===== src/rtl/strength_pkg.sv =====
// Shared types and the strength-comparison rule for the multi-driver net resolver.
package strength_pkg;

    localparam int MAX_STR_W = 8;

    typedef enum logic [2:0] {
        STR_HIGHZ  = 3'd0,
        STR_SMALL  = 3'd1,
        STR_MEDIUM = 3'd2,
        STR_WEAK   = 3'd3,
        STR_LARGE  = 3'd4,
        STR_PULL   = 3'd5,
        STR_STRONG = 3'd6,
        STR_SUPPLY = 3'd7
    } strength_t;

    typedef enum logic [1:0] {
        NET_0 = 2'b00,
        NET_1 = 2'b01,
        NET_Z = 2'b10,
        NET_X = 2'b11
    } net_t;

    typedef enum logic [1:0] {
        ST_IDLE   = 2'd0,
        ST_SCAN   = 2'd1,
        ST_COMMIT = 2'd2
    } state_t;

    // The strongest 0-driver is compared against the strongest 1-driver; equal nonzero maxima clash to X.
    function automatic net_t resolve(input logic [MAX_STR_W-1:0] max0,
                                     input logic [MAX_STR_W-1:0] max1);
        net_t net;
        if (max0 == '0 && max1 == '0) begin
            net = NET_Z;
        end else if (max1 > max0) begin
            net = NET_1;
        end else if (max0 > max1) begin
            net = NET_0;
        end else begin
            net = NET_X;
        end
        return net;
    endfunction

endpackage


===== src/rtl/strength_scan_acc.sv =====
// Sequential scan accumulator: walks the slots one per step and tracks the
// strongest 0-driver and the strongest 1-driver seen so far.
module strength_scan_acc
    import strength_pkg::*;
#(
    parameter int N_DRV = 3,
    parameter int STR_W = 3,
    parameter int IDX_W = 2
) (
    input  logic             clk,
    input  logic             rst_n,
    input  logic             i_clear,
    input  logic             i_step,
    input  logic             i_val,
    input  logic [STR_W-1:0] i_str0,
    input  logic [STR_W-1:0] i_str1,
    output logic [IDX_W-1:0] o_ptr,
    output logic [STR_W-1:0] o_max0,
    output logic [STR_W-1:0] o_max1,
    output logic             o_done
);

    localparam logic [IDX_W-1:0] LAST_IDX = IDX_W'(N_DRV - 1);

    logic [IDX_W-1:0] r_ptr;
    logic [STR_W-1:0] r_max0;
    logic [STR_W-1:0] r_max1;

    always_ff @(posedge clk) begin
        if (!rst_n || i_clear) begin
            r_ptr  <= '0;
            r_max0 <= '0;
            r_max1 <= '0;
        end else if (i_step) begin
            if (i_val) begin
                if (i_str1 > r_max1) begin
                    r_max1 <= i_str1;
                end
            end else begin
                if (i_str0 > r_max0) begin
                    r_max0 <= i_str0;
                end
            end
            r_ptr <= (r_ptr == LAST_IDX) ? '0 : r_ptr + IDX_W'(1);
        end
    end

    assign o_ptr  = r_ptr;
    assign o_max0 = r_max0;
    assign o_max1 = r_max1;
    assign o_done = (r_ptr == LAST_IDX);

endmodule


===== src/rtl/strength_net_resolver.sv =====
// Multi-driver net resolution stage: holds per-driver drive slots, rescans them
// after every accepted update and registers the resolved 4-state net value.
module strength_net_resolver
    import strength_pkg::*;
#(
    parameter  int N_DRV = 3,
    parameter  int STR_W = 3,
    parameter  int CNT_W = 8,
    localparam int IDX_W = (N_DRV > 1) ? $clog2(N_DRV) : 1
) (
    input  logic             clk,
    input  logic             rst_n,
    input  logic             drv_valid_i,
    output logic             drv_ready_o,
    input  logic [IDX_W-1:0] drv_idx_i,
    input  logic             drv_val_i,
    input  logic [STR_W-1:0] drv_str0_i,
    input  logic [STR_W-1:0] drv_str1_i,
    output logic [1:0]       net_o,
    output logic             net_changed_o,
    output logic [CNT_W-1:0] conflict_cnt_o,
    output logic             finish_o,
    output logic             busy_o
);

    state_t           r_state;
    state_t           w_nextState;

    logic [N_DRV-1:0] r_slotVal;
    logic [STR_W-1:0] r_slotStr0 [N_DRV];
    logic [STR_W-1:0] r_slotStr1 [N_DRV];

    net_t             r_net;
    logic             r_netChanged;
    logic             r_finish;
    logic [CNT_W-1:0] r_conflictCnt;

    logic             w_idxOk;
    logic             w_write;
    logic             w_clear;
    logic             w_step;
    logic             w_done;
    logic [IDX_W-1:0] w_ptr;
    logic [STR_W-1:0] w_max0;
    logic [STR_W-1:0] w_max1;
    net_t             w_newNet;

    assign w_idxOk = 32'(drv_idx_i) < 32'(N_DRV);

    always_ff @(posedge clk) begin
        if (!rst_n) begin
            r_state <= ST_IDLE;
        end else begin
            r_state <= w_nextState;
        end
    end

    // Out-of-range requests are still handshaken so the requester never stalls on them.
    always_comb begin
        w_nextState = r_state;
        drv_ready_o = 1'b0;
        busy_o      = 1'b0;
        w_write     = 1'b0;
        w_clear     = 1'b0;
        w_step      = 1'b0;
        case (r_state)
            ST_IDLE: begin
                drv_ready_o = 1'b1;
                if (drv_valid_i && w_idxOk) begin
                    w_write     = 1'b1;
                    w_clear     = 1'b1;
                    w_nextState = ST_SCAN;
                end
            end
            ST_SCAN: begin
                busy_o = 1'b1;
                w_step = 1'b1;
                if (w_done) begin
                    w_nextState = ST_COMMIT;
                end
            end
            ST_COMMIT: begin
                busy_o      = 1'b1;
                w_nextState = ST_IDLE;
            end
            default: begin
                w_nextState = ST_IDLE;
            end
        endcase
    end

    always_ff @(posedge clk) begin
        if (!rst_n) begin
            r_slotVal <= '0;
            for (int i = 0; i < N_DRV; i++) begin
                r_slotStr0[i] <= '0;
                r_slotStr1[i] <= '0;
            end
        end else if (w_write) begin
            r_slotVal[drv_idx_i]  <= drv_val_i;
            r_slotStr0[drv_idx_i] <= drv_str0_i;
            r_slotStr1[drv_idx_i] <= drv_str1_i;
        end
    end

    strength_scan_acc #(
        .N_DRV (N_DRV),
        .STR_W (STR_W),
        .IDX_W (IDX_W)
    ) u_scanAcc (
        .clk     (clk),
        .rst_n   (rst_n),
        .i_clear (w_clear),
        .i_step  (w_step),
        .i_val   (r_slotVal[w_ptr]),
        .i_str0  (r_slotStr0[w_ptr]),
        .i_str1  (r_slotStr1[w_ptr]),
        .o_ptr   (w_ptr),
        .o_max0  (w_max0),
        .o_max1  (w_max1),
        .o_done  (w_done)
    );

    assign w_newNet = resolve(MAX_STR_W'(w_max0), MAX_STR_W'(w_max1));

    // Pulses default low every cycle and are raised only on the commit edge.
    always_ff @(posedge clk) begin
        if (!rst_n) begin
            r_net         <= NET_Z;
            r_netChanged  <= 1'b0;
            r_finish      <= 1'b0;
            r_conflictCnt <= '0;
        end else begin
            r_netChanged <= 1'b0;
            r_finish     <= 1'b0;
            if (r_state == ST_COMMIT) begin
                r_net        <= w_newNet;
                r_netChanged <= (w_newNet != r_net);
                r_finish     <= (w_newNet == NET_1) && (r_net != NET_1);
                if (w_newNet == NET_X && r_conflictCnt != '1) begin
                    r_conflictCnt <= r_conflictCnt + CNT_W'(1);
                end
            end
        end
    end

    assign net_o          = r_net;
    assign net_changed_o  = r_netChanged;
    assign finish_o       = r_finish;
    assign conflict_cnt_o = r_conflictCnt;

endmodule


===== config.mk =====
export PLATFORM = sky130hd
export DESIGN_NAME = strength_net_resolver
export DESIGN_NICKNAME = d
export VERILOG_FILES = /design/src/rtl/strength_pkg.sv /design/src/rtl/strength_scan_acc.sv /design/src/rtl/strength_net_resolver.sv
export SDC_FILE = /design/constraint.sdc
export NUM_CORES = 1
export LEC_CHECK = 0
export CORE_MARGIN = 2
export CORE_UTILIZATION = 56
export DETAILED_ROUTE_END_ITERATION = 8
export GPL_TIMING_DRIVEN = 0
export MAX_ROUTING_LAYER = met4
export PLACE_DENSITY = 0.85
export SLEW_MARGIN = 20
export SYNTH_ARGS = -nofsm -noshare
export SYNTH_HDL_FRONTEND = slang
export SYNTH_SLANG_ARGS = --single-unit

===== constraint.sdc =====
create_clock -name clk -period 2.45 [get_ports clk]
set_input_delay 0.245 -clock clk [delete_from_list [all_inputs] [get_ports clk]]
set_output_delay 0.245 -clock clk [all_outputs]
set_load 0.005 [all_outputs]

# Word-level counts from Yosys, hierarchy flattened
# Memories as Yosys holds them, arrays and structs flattened. A register that Yosys moved wholly into a read port is not among the register bits.
# Cells that the tools add are included.
# totals
regBits	25
latch_bits	0
ramBits	18
mem_count	2
wordCells	81
out_inout_bits	14
romBits	0
in_bits	12
# classes
n_eq_ne	10
add_sub_neg	2
n_reduce_logical	18
magnitude_cmp	8
multipliers	0
muxes	31
shifts	0
bitwise	1
div	0
# mem_list
memory	depth	width	rd	rd_clocked_by_memory_dff	write_ports	line	rtl
r_slotStr0	3	3	1	1	3	strength_net_resolver.sv:30	logic [STR_W-1:0] r_slotStr0 [N_DRV];
r_slotStr1	3	3	1	1	3	strength_net_resolver.sv:31	logic [STR_W-1:0] r_slotStr1 [N_DRV];
# ops
cell	n
$mux W2	12
$mux W1	13
$gt A3 B3 Y1	4
$add A8 B1 Y8 const B	1
$ne A8 B8 Y1 const B	1
$eq A2 B2 Y1 const B	3
$logic_not A3 Y1	2
$lt A2 B3 Y1 const B	2
$mux W3	2
$reduce_and A2 Y1	3
$reduce_and A3 Y1	2
$reduce_or A3 Y1	2
$logic_and A1 B1 Y1	5
$eq A2 B1 Y1 const B	2
$ne A2 B1 Y1 const B	2
$pmux W2 S2	1
$bwmux W3	1
$add A2 B1 Y2 const B	1
$bmux W1 S2	1
$demux W1 S2	1
$ge A2 B1 Y1 const B	1
$logic_not A2 Y1	1
$lt A2 B2 Y1 const B	1
$ne A2 B2 Y1	1
other kinds (5)	5

# Longest topological paths before layout
# Gate-level depths: netlist of the first run.
# depth
ltp_word	9
mapped_depth	9
mapped_depth_nobuf	8

# Modules after synthesis
# A second synthesis of the first run with hierarchy kept.
# hier_totals
hier_cells	229
hier_area_um2	2507.4
# by_module_without_submodules
mod	seq_area_each_um2	cells_per_inst	area_per_inst_um2	n_inst
strength_net_resolver	1061.0	168	1978.1	1
strength_scan_acc	160.2	61	529.3	1

# Worst setup path after synthesis of the first run
# Ideal clock, no wire load.
# synth_path
path_kind	register to register
start	register (tool-made name)
end	register u_scanAcc.r_max1[0] (netlist: u_scanAcc.o_max1[0])
path_slack_ns	0.210
t_arrival_ns	2.107
setup_time_ns	0.133
path_stages_with_launch	9
n_path_buf	1
t_required_ns	2.317
period_less_slack_ns	2.240
path_cell_list	dfxtp_1 buf_2 mux4_2 ha_1 nor2b_1 o21ai_0 a211oi_4 mux2i_1 nor2_1
# synth_rtl
element	line	rtl
to (signal assigned)	strength_scan_acc.sv:37	r_max1 <= i_str1;
to (decl)	strength_scan_acc.sv:27	logic [STR_W-1:0] r_max1;

==> out/results.txt, run 1 <==
Clock-pin slew on the worst setup and hold paths: 0.10 ns
Post-synthesis cell count: 221
Crit start category: flip-flop
PortBufs: 25
I/O pin total: 26
Total placed cells including tap cells: 303
Worst path top cell family by delay: multiplexers
Vias per Instance: 5.62
Avg Inst Size Synth: 11.1 um2
# H-tree levels: 2
Residual DRC: 0
Comb pwr share: 15.7%
Fillers: 332
DP HPWL: 3.44 mm
Layout cells sized above 1: 10.3%
Critical path depth: 8
Sequential fraction of the synthesis area: 51.3%
WS Path Type: flip-flop to flip-flop
Post-route antenna net violation count: 0
Post-synth EDFFs: 24
Status: completed
Reg power frac: 51.6%
Clock power frac: 32.7%
CTS buffer count: 5
Setup Skew: 0.00953 ns
Dpl ws: -0.0343 ns
Final Hold Fails: 0
Mapped Area: 2460 um2
Sw Ratio: 25.2%
Slew margin rel.: 32.3%
CTS sink count: 51
Synth cell types: 41
CP Max Fanout: 3
Placer Congestion: 0.776
Site row count: 24
Worst VDD drop: 0.000451 V
Die Width: 70.3 um
Ant diodes: 0
DRT Pass-1 Iters: 5
Layout area overhead: 20.0%
Worst reg2reg path depth: 8
Die area: 4940 um2
Worst endpoint required time: 2.63 ns
Max_cap viols: 0
Int Pwr: 0.00138 W
Final cell count without fillers: 314
GR Overflow Total: 0
Die Y: 70.3 um
Synth Warn #: 0
Core Footprint: 4290 um2
Global-route wire length before repair: 7.69 mm
Worst-margin pin slew: 1.01 ns
Final setup viols: 0
Async SR Flop Fraction: 0%
Clock Tree Buf Depth: 2
CTS tree: done
Wire per inst: 15.3 um
Starting density of the core: 57.3%
Final WS setup: 0.140 ns
Switching power: 0.000465 W
Cell Chain, Critical Path: buf_6, mux4_2, ha_1, nor2b_1, o21ai_1, a211oi_4, mux2i_1, nor2_1
Initial antenna violation count: 0
Max frequency: 433 MHz
Slowest-stage cell, CP: mux4_2
Critical path buffers and inverters: 1
Hold Crit Class: flip-flop to flip-flop
Vias: 1,765
RSZ-0062 raised after global routing: false
Vias in the first global route: 1,632
Largest net degree at the start of global routing: 18
Seq cells post-synth: 51
GRT Overall Usage: 20.6%
CP Capture Type: flip-flop
Initial DRC count: 81
Fin crit share: 94.3%
Routed wire length: 4.80 mm
Pins over their slew limit: 0
Worst Path Arrival: 2.49 ns
Clock latency on the worst-skew pair: 0.30 ns
Tmin final: 2.31 ns
Top FF cell, synth: dfxtp_1
Hold path cells: 2
Final Net Count: 286
Pleak: 1.06 nW
Clock Root Buffer: clkbuf_8
Slowest stage delay, CP: 0.53 ns
Pwr Density: 625 nW/um2
-- synth_stat cells, drive strengths merged (4+ instances only) --
cell type	count	share of area, %
mux4	6	5.5
or4	5	1.5
buf	4	1.2
a21oi	10	2.0
dfxtp	27	22
inv	18	2.7
o31ai	6	1.8
nand2	18	2.7
mux2i	10	4.1
a211oi	4	1.9
nor2	13	2.0
edfxtp	24	29
ha	13	6.6
and2	18	4.6
o21ai	9	2.0
nand3	7	1.4
-- power groups by stage --
stage	clock (W)	sequential [W]	combinational, W
after floorplan	0	0.000965	0.000181
after global placement	0	0.000969	0.000261
after global routing	0.000644	0.000958	0.000315
after CTS	0.000615	0.000953	0.000273
final	0.000603	0.000953	0.000290
after detailed placement	0	0.000973	0.000269
-- sequential cells by signal, summed over array words and instances, names as in the netlist, named ones only --
signal and count:
conflict_cnt_o 8, finish_o 1, net_changed_o 1, net_o 2
r_slotStr0 12, r_slotStr1 12, r_slotVal 3, r_state 2
u_scanAcc.o_max0 3, u_scanAcc.o_max1 3, u_scanAcc.o_ptr 2
-- repair_timing --
item,in CTS,in global routing
setup buffers,0,3
hold buffers,0,0
pin swaps,0,1
endpoints found under the setup margin,3,3
gates resized for setup,1,2
gates cloned,0,0
-- metal layers --
layer	GRT usage [%]	share of wire, %	vias up
met5	-	0	-
met4	5.13	0.88	0
met3	3.90	3.8	4
met2	36.1	53	42
met1	24.5	42	849
li1	-	-	870
-- worst register-to-register path, delay by kind of cell (launching register included) --
family / cells / cell delay [ns]
simple gates: 2 / 0.19
buf+inv: 1 / 0.12
compound gates: 2 / 0.42
fa+ha+maj: 1 / 0.32
flops: 1 / 0.34
mux: 2 / 0.79
-- final timing paths --
path	from	slack, ns	to
max	flip-flop	0.14	u_scanAcc.o_max1[2]
min	r_slotVal[0]	0.49	r_slotVal[0]
max reg2reg	flip-flop	0.14	u_scanAcc.o_max1[2]
min reg2reg	r_slotVal[0]	0.49	r_slotVal[0]
-- logic make-up after synthesis --
group | Yosys count | share of synthesized area, %
other cells | 1 | 0.152
fa+ha+maj | 13 | 6.61
simple gates | 77 | 16.6
xor+xnor | 2 | 0.712
flops | 51 | 51.3
compound gates | 37 | 10.6
mux | 17 | 10.0
buf+inv | 23 | 4.07
-- metrics by stage --
| step | total power (W) | util, % | setup TNS [ns] | hold slack, ns | area [um2] |
|---|---|---|---|---|---|
| final | 0.00185 | 68.7 | 0 | 0.492 | 2950 |
| after global routing | 0.00192 | 68.7 | 0 | 0.519 | 2950 |
| after CTS | 0.00184 | 67.8 | 0 | 0.494 | 2910 |
| after detailed placement | 0.00124 | 65.1 | -0.0694 | 0.471 | 2790 |
| after global placement | 0.00123 | 65.1 | 0 | 0.462 | 2790 |
| after floorplan | 0.00115 | - | 0 | 0.344 | 2480 |
-- layout by cell type, fill, tap and decap left out, drive strengths merged, types with 2 or more instances in the layout --
master | Yosys | routed
nor4 | 2 | 2
o21a | 2 | 2
or4 | 5 | 5
dfxtp | 27 | 27
edfxtp | 24 | 24
nand2 | 18 | 18
or3 | 2 | 2
o21ai | 9 | 9
nor2 | 13 | 13
o31ai | 6 | 6
and2 | 18 | 18
clkbuf | 1 | 6
a31oi | 2 | 2
xnor2 | 2 | 2
nand2b | 2 | 2
ha | 13 | 13
a211oi | 4 | 4
conb | 1 | 6
nand4b | 2 | 2
nand3 | 7 | 7
nor2b | 2 | 2
mux4 | 6 | 6
nor3 | 2 | 2
buf | 4 | 7
a21oi | 10 | 10
inv | 18 | 19
clkdlybuf4s50 | 0 | 25
mux2i | 10 | 10
nand3b | 2 | 2
-- area by class of cell --
type / count / area (um2) / area share (%)
Buffer: 5 / 38.8 / 1.31
Clock buffer: 5 / 68.8 / 2.33
Clock inverter: 3 / 47.5 / 1.61
Inverter: 18 / 67.6 / 2.29
Multi-Input combinational cell: 152 / 1120 / 37.9
Sequential cell: 51 / 1260 / 42.7
Tap cell: 52 / 65.1 / 2.20
Timing Repair Buffer: 28 / 285 / 9.67
Note: power is estimated with default switching activity, not from simulation.
==> run 2: changes to the inputs <==
--- a/config.mk
+++ b/config.mk
@@ -6,11 +6,11 @@
 export NUM_CORES = 1
 export LEC_CHECK = 0
 export CORE_MARGIN = 2
-export CORE_UTILIZATION = 56
+export CORE_UTILIZATION = 50
 export DETAILED_ROUTE_END_ITERATION = 8
 export GPL_TIMING_DRIVEN = 0
 export MAX_ROUTING_LAYER = met4
-export PLACE_DENSITY = 0.85
+export PLACE_DENSITY = 0.81
 export SLEW_MARGIN = 20
 export SYNTH_ARGS = -nofsm -noshare
 export SYNTH_HDL_FRONTEND = slang
==> constraint.sdc (replaced) <==
create_clock -name clk -period 1.9 [get_ports clk]
set_input_delay 0.19 -clock clk [delete_from_list [all_inputs] [get_ports clk]]
set_output_delay 0.19 -clock clk [all_outputs]
set_load 0.005 [all_outputs]
==> out/results.txt, run 2 (synthesis results as in run 1) <==
Core Footprint: 4720 um2
Pleak: 1.11 nW
Worst reg2reg path depth: 8
Worst endpoint required time: 2.08 ns
Fillers: 376
Pwr Density: 744 nW/um2
PortBufs: 25
CP Capture Type: flip-flop
Placer Congestion: 0.806
Slew margin rel.: 56.7%
CTS sink count: 51
Area of the multi-input gates: 1280 um2
Hold path cells: 2
Final WS setup: -0.310 ns
CTS buffer count: 5
Die Width: 74.1 um
Tmin final: 2.21 ns
WS Path Type: flip-flop to flip-flop
DP HPWL: 3.37 mm
Vias in the first global route: 1,672
Layout area overhead: 27.1%
# H-tree levels: 2
Global-route wire length before repair: 7.80 mm
Crit start category: flip-flop
Worst-margin pin slew: 0.645 ns
Site row count: 25
Layout cells sized above 1: 18.2%
Clock latency on the worst-skew pair: 0.31 ns
Total placed cells including tap cells: 318
Failing checks: setup timing
Residual DRC: 0
Hold WS: 0.480 ns
Post-route antenna net violation count: 0
Largest net degree at the start of global routing: 19
Setup Skew: 0.00443 ns
Worst Path Arrival: 2.39 ns
Clock Root Buffer: clkbuf_8
CP Max Fanout: 5
DRT Pass-1 Iters: 4
Status: finished with violations
Final setup viols: 6
Vias per Instance: 5.26
Clock-pin slew on the worst setup and hold paths: 0.10 ns
Fin crit share: 116%
Reg area: 1260 um2
Starting density of the core: 52.1%
Clock Tree Buf Depth: 2
CTS tree: done
GR Overflow Total: 0
Die area: 5500 um2
Final cell count without fillers: 331
Dpl ws: -0.374 ns
Pins over their slew limit: 0
Final Net Count: 288
Max_cap viols: 0
Post-CTS Hold Fix Bufs: 0
Die Y: 74.1 um
Wire per inst: 14.9 um
Hold Crit Class: flip-flop to flip-flop
Ant diodes: 0
Most frequent cells in the layout: dfxtp_1, clkdlybuf4s50_1, edfxtp_1
Worst VDD drop: 0.000616 V
I/O pin total: 26
RSZ-0062 raised after global routing: true
Initial antenna violation count: 0
Routed wire length: 4.92 mm
Vias: 1,742
Final Hold Fails: 0
Initial DRC count: 86
Max frequency: 452 MHz
GRT Overall Usage: 19.8%
[run 2: cell type report]
cell class	count	area share [%]
multi-input cells	152	40.8
flip-flops and latches	51	40.4
repair buffers	30	9.61
well taps	67	2.68
clock buffers	5	2.20
inverters	18	2.16
plain buffers	5	1.24
clock inverters	3	0.841
[run 2: worst paths after layout]
check / end / slack, ns / start
min: r_slotVal[0] / 0.48 / r_slotVal[0]
max: u_scanAcc.o_max1[0] / -0.31 / flip-flop
min reg2reg: r_slotVal[0] / 0.48 / r_slotVal[0]
max reg2reg: u_scanAcc.o_max1[0] / -0.31 / flip-flop
[run 2: where the power goes]
group,switching [W],leakage (nW),internal [W],total [W]
Sequential,0.0000249,0.466,0.00120,0.00123
Clock,0.000399,0.0495,0.000274,0.000674
Combinational,0.000218,0.596,0.000204,0.000422
[run 2: metrics by stage]
step	cell area [um2]	utilization, %	setup TNS, ns	power (W)
2_1_floorplan	2500	-	-1.09	0.00149
3_3_place_gp	2830	60.0	-2.97	0.00160
3_5_place_dp	2830	60.0	-3.47	0.00161
4_1_cts	3040	64.3	-2.17	0.00231
5_1_grt	3130	66.2	-2.90	0.00242
6_report	3130	66.2	-1.71	0.00233
[run 2: per-layer routing]
metal	up-vias	routed length, um	track usage (%)
met2	31	2560	32.2
met1	830	2090	23.6
met4	0	107	8.48
met3	7	158	4.61
li1	874	-	-
met5	-	0	-
[run 2: repair_timing]
action                     CTS  global route
pin swaps                    4             3
gates resized for setup     14            11
buffers inserted             4             1
setup endpoints to repair   19            15
[run 2: critical path, stage by stage (launching register included)]
cell and delay, ns:
dfxtp_2 0.34, buf_6 0.12, mux4_2 0.55, ha_4 0.30, nor2b_4 0.14, o21ai_2 0.07
a211oi_4 0.29, mux2i_1 0.23, nor2_1 0.05
